[src/rtl/wb_master.sv]
// Single-outstanding Wishbone classic master: one command in, one bus cycle out, one completion pulse back.
// Optional bus watchdog enabled by defining WB_MASTER_TIMEOUT_EN.
`ifndef ADDR_WIDTH
`define ADDR_WIDTH 8
`endif
`ifndef DATA_WIDTH
`define DATA_WIDTH 32
`endif

module wb_master #(
    parameter int ADDR_WIDTH     = `ADDR_WIDTH,
    parameter int DATA_WIDTH     = `DATA_WIDTH,
    parameter int TIMEOUT_CYCLES = 16
) (
    input  logic                  clk_i,
    input  logic                  rst_i,
    input  logic                  cmd_valid_i,
    output logic                  cmd_ready_o,
    input  logic                  cmd_we_i,
    input  logic [ADDR_WIDTH-1:0] cmd_adr_i,
    input  logic [DATA_WIDTH-1:0] cmd_dat_i,
    output logic                  rsp_valid_o,
    output logic [DATA_WIDTH-1:0] rsp_dat_o,
    output logic                  rsp_err_o,
    output logic [ADDR_WIDTH-1:0] adr_o,
    output logic [DATA_WIDTH-1:0] dat_o,
    input  logic [DATA_WIDTH-1:0] dat_i,
    output logic                  we_o,
    output logic                  cyc_o,
    output logic                  stb_o,
    input  logic                  ack_i,
    input  logic                  err_i
);

    if (TIMEOUT_CYCLES < 2 || TIMEOUT_CYCLES > 255) begin : g_bad_timeout
        $error("wb_master: TIMEOUT_CYCLES must be in 2..255");
    end

    typedef enum logic [1:0] {IDLE, BUS, DONE} state_t;

    state_t state, state_nxt;
    logic   accept, fin_ack, fin_err;
    logic   timeout_hit;
    logic   err_q;

`ifdef WB_MASTER_TIMEOUT_EN
    logic [7:0] tmo_cnt;

    // Counts BUS cycles that end without a slave response; cleared outside BUS.
    always_ff @(posedge clk_i or negedge rst_i) begin
        if (!rst_i)
            tmo_cnt <= 8'd0;
        else if (state != BUS)
            tmo_cnt <= 8'd0;
        else if (!ack_i && !err_i)
            tmo_cnt <= tmo_cnt + 8'd1;
    end

    assign timeout_hit = (state == BUS) && !ack_i && !err_i &&
                         (tmo_cnt == 8'(TIMEOUT_CYCLES - 1));
`else
    assign timeout_hit = 1'b0;
`endif

    always_ff @(posedge clk_i or negedge rst_i) begin
        if (!rst_i)
            state <= IDLE;
        else
            state <= state_nxt;
    end

    // ack wins over err when both arrive together.
    always_comb begin
        state_nxt = state;
        accept    = 1'b0;
        fin_ack   = 1'b0;
        fin_err   = 1'b0;
        case (state)
            IDLE: begin
                if (cmd_valid_i) begin
                    accept    = 1'b1;
                    state_nxt = BUS;
                end
            end
            BUS: begin
                if (ack_i) begin
                    fin_ack   = 1'b1;
                    state_nxt = DONE;
                end else if (err_i || timeout_hit) begin
                    fin_err   = 1'b1;
                    state_nxt = DONE;
                end
            end
            DONE:    state_nxt = IDLE;
            default: state_nxt = IDLE;
        endcase
    end

    always_ff @(posedge clk_i or negedge rst_i) begin
        if (!rst_i) begin
            adr_o     <= '0;
            dat_o     <= '0;
            we_o      <= 1'b0;
            rsp_dat_o <= '0;
            err_q     <= 1'b0;
        end else begin
            if (accept) begin
                adr_o <= cmd_adr_i;
                dat_o <= cmd_dat_i;
                we_o  <= cmd_we_i;
            end
            if (fin_ack && !we_o)
                rsp_dat_o <= dat_i;
            if (fin_ack)
                err_q <= 1'b0;
            else if (fin_err)
                err_q <= 1'b1;
        end
    end

    // Handshake and bus strobes decode straight from the state register, so reset drops them at once.
    assign cmd_ready_o = (state == IDLE);
    assign cyc_o       = (state == BUS);
    assign stb_o       = (state == BUS);
    assign rsp_valid_o = (state == DONE);
    assign rsp_err_o   = err_q;

endmodule
[config.mk]
export PLATFORM = sky130hd
export DESIGN_NAME = wb_master
export DESIGN_NICKNAME = d
export VERILOG_FILES = /design/src/rtl/wb_master.sv
export SDC_FILE = /design/constraint.sdc
export NUM_CORES = 1
export LEC_CHECK = 0
export CELL_PAD_IN_SITES_DETAIL_PLACEMENT = 0
export CELL_PAD_IN_SITES_GLOBAL_PLACEMENT = 1
export CORE_UTILIZATION = 34
export DETAILED_ROUTE_END_ITERATION = 6
export PLACE_DENSITY_LB_ADDON = 0.1
export SYNTH_ARGS = -nofsm -noshare
export SYNTH_HDL_FRONTEND = slang
export SYNTH_SLANG_ARGS = --single-unit
[constraint.sdc]
create_clock -name clk_i -period 4.4 [get_ports clk_i]
set_clock_uncertainty 0.1 [all_clocks]
set_input_delay 1.32 -clock clk_i [delete_from_list [all_inputs] [get_ports clk_i]]
set_output_delay 1.32 -clock clk_i [all_outputs]
set_load 0.01 [all_outputs]
==> results_dict.tcl <==
set metrics [dict create \
    synth_area_um2 3042 \
    finalNetCount 407 \
    cts_tree "done" \
    yosys-top-cells-area "dfrtp_1 (63%), mux2_2 (16%), mux2_4 (15%)" \
    post_synth_fa_ha_maj_area_fraction 0 \
    numCtsBuffers 9 \
    grt_max_degree 77 \
    hpwlAfterDp_mm 4.642 \
    synth_compound_area_frac 0.006993 \
    critical_path_class "reg2out" \
    finish.instance_area_um2 4873 \
    crit_required_ns 2.98 \
    wirelength_mm 6.730 \
    holdCritPathClass "reg2reg" \
    synth_top_area_cell "dfrtp_1" \
    fillers 736 \
    startpoint_type "flip-flop" \
    synth-seq-cells 76 \
    cp_top_family "buffers and inverters" \
    synth_edf_count 0 \
    worstRegToRegCells 3 \
    r2r_setup_slack_ns 2.44 \
    start_util 0.3505 \
    synth_top_family_by_area "multiplexers" \
    port-buffer-count 155 \
    yosysUniqueCellTypes 17 \
    crit_cells 2 \
    dieArea_um2 9329 \
    critical_path.endpoint_type "output pin" \
    tns_ns 0 \
    rsz0062_at_grt "no" \
    syn_avg_cell_area_um2 18.00 \
    cp_cell_sequence "nor2b_1 -> clkdlybuf4s50_1" \
    ys_warn_count 0 \
    hold_end "rsp_dat_o[18]" \
    max_slew.worst_pin.slew_ns 0.9654 \
    relSlewSlack 0.3564 \
    first_global_vias 2036 \
    ant_nets 0 \
    gp_congestion 0.7080 \
    synth_flop_cell "dfrtp_1" \
    max-cap-violations 0 \
    chipHeight_um 96.59 \
    antenna_found_initial 0 \
    insertedDiodeCount 0 \
    hold_viol 0 \
    via_count 1990 \
    drt_iter0_markers 28 \
    placed_cell_area_um2 4649 \
    drc 0 \
    yosysMostFrequentCell "dfrtp_1" \
    hold_buffers 0 \
    slew_viol_final 0 \
    placementRows 34 \
    ys_seq_area_frac 0.6253 \
    fmaxAchievable_ghz 0.3166 \
    clk_pin_slew_ns 0.07 \
    synth-simple-area-share 0.02098 \
    status "finished, final reports clean" \
    hold_path_depth 1 \
    slowest_stage "clkdlybuf4s50_1" \
    synth_mux_area_frac 0.3073 \
    layout-drive-gt1-share 0.2853 \
    drt-pass1-iter-count 4 \
    syn_to_final_growth_pct 60.22 \
    path_buf_inv 1 \
    synth_common_cells "dfrtp_1 (76), mux2_2 (43), mux2_4 (30)" \
    hold_ws_ns 0.4083 \
    rr_endpoint "rsp_dat_o[18]" \
    netlist.area_leader.share 0.6253 \
    cts-htree-levels 3 \
    clockRootBuffer "clkbuf_8" \
    cts_sinks 76 \
    grt_pass1_wl_mm 10.27 \
    syn_inst 169 \
    synth_fp_nets 247 \
    synthArstFlopShare 1.000 \
    cp_max_fo 8 \
    io_pins 156 \
    power.leakage_uw 0.002040 \
    hold_start "rsp_dat_o[18]" \
    worstPathArrival_ns 1.74 \
    finalSetupViolations 0 \
    grtUsageTotal 0.1488 \
    reg2reg_from "state[1]" \
    slowest_delay_ns 0.60 \
    synthXorXnorAreaFrac 0 \
    die_w_um 96.59 \
    worst_skew_pair.late_latency_ns 0.34 \
    clock_path_buffers 2 \
    vdd_drop_max_v 0.0002687 \
    timing.final.crit_period_ns 3.159 \
    post_cts_buffers 0 \
    fin_crit_sh 0.7179 \
    ff_latch_area_um2 1902 \
    vias_per_cell 4.512 \
    multi_input_area_um2 1041 \
    post_cts_resized 0 \
    core_um2 8678 \
    wire_per_inst_um 15.26 \
    power_density_nw_per_um2 622.4 \
    grt_remaining_overflow 0 \
]
-- metal layers --
metal | vias up | track usage | wire length, um
met5 | - | 0 | 0
met4 | 0 | 0.04657 | 68
met3 | 6 | 0.08059 | 753
met2 | 97 | 0.2113 | 2916
met1 | 975 | 0.1930 | 2991
li1 | 912 | - | -
-- sequential cells by signal (all words and copies together) (netlist names) --
| register | flops |
|---|---|
| dat_o | 32 |
| state | 2 |
| we_o | 1 |
| rsp_err_o | 1 |
| rsp_dat_o | 32 |
| adr_o | 8 |
-- kinds of logic after synthesis --
group | count (synthesis)
buf+inv | 9
flops | 76
mux | 73
compound gates | 3
simple gates | 8
-- worst max path at each step --
stage                     startpoint            end  slack (ns)
after floorplan                ack_i   rsp_dat_o[0]        1.98
after global placement         ack_i  rsp_dat_o[18]        1.11
after detailed placement       ack_i  rsp_dat_o[18]        1.07
after CTS                   state[0]          stb_o        1.21
after global routing        state[0]          stb_o        1.14
final                       state[0]          stb_o        1.24
-- cell usage in the layout, fill, tap and decap left out, drive strengths merged, types with 2 or more instances in the layout --
cell type        n
clkdlybuf4s50  154
dfrtp           76
mux2            73
clkbuf          11
buf              4
bufinv           2
-- worst reg2reg max path, delay by kind of cell, from the launching register on --
family / cells / cell delay [ns]
mux: 1 / 0.40
buf+inv: 1 / 0.53
simple gates: 1 / 0.31
flops: 1 / 0.50
-- metrics by stage --
stage	cells	total power, uW	util	setup slack, ns
after floorplan	169	1728	-	1.977
after global placement	426	2451	0.5358	1.108
after detailed placement	426	2466	0.5358	1.074
after CTS	441	3085	0.5616	1.213
after global routing	441	3221	0.5616	1.136
final	441	3033	0.5616	1.241
-- cell type report --
class / count / share of cell area
flip-flops and latches: 76 / 0.3902
clock buffers: 11 / 0.03107
multi-input cells: 84 / 0.2136
clock inverters: 4 / 0.01489
well taps: 108 / 0.02773
repair buffers: 158 / 0.3225
-- report_power, final --
part	leakage (uW)	internal (uW)	switching (uW)
logic	0.00103	880	411
clock network	0.000111	346	245
registers	0.000899	989	162
total	0.00204	2220	817
Note: power is estimated with default switching activity, not from simulation.
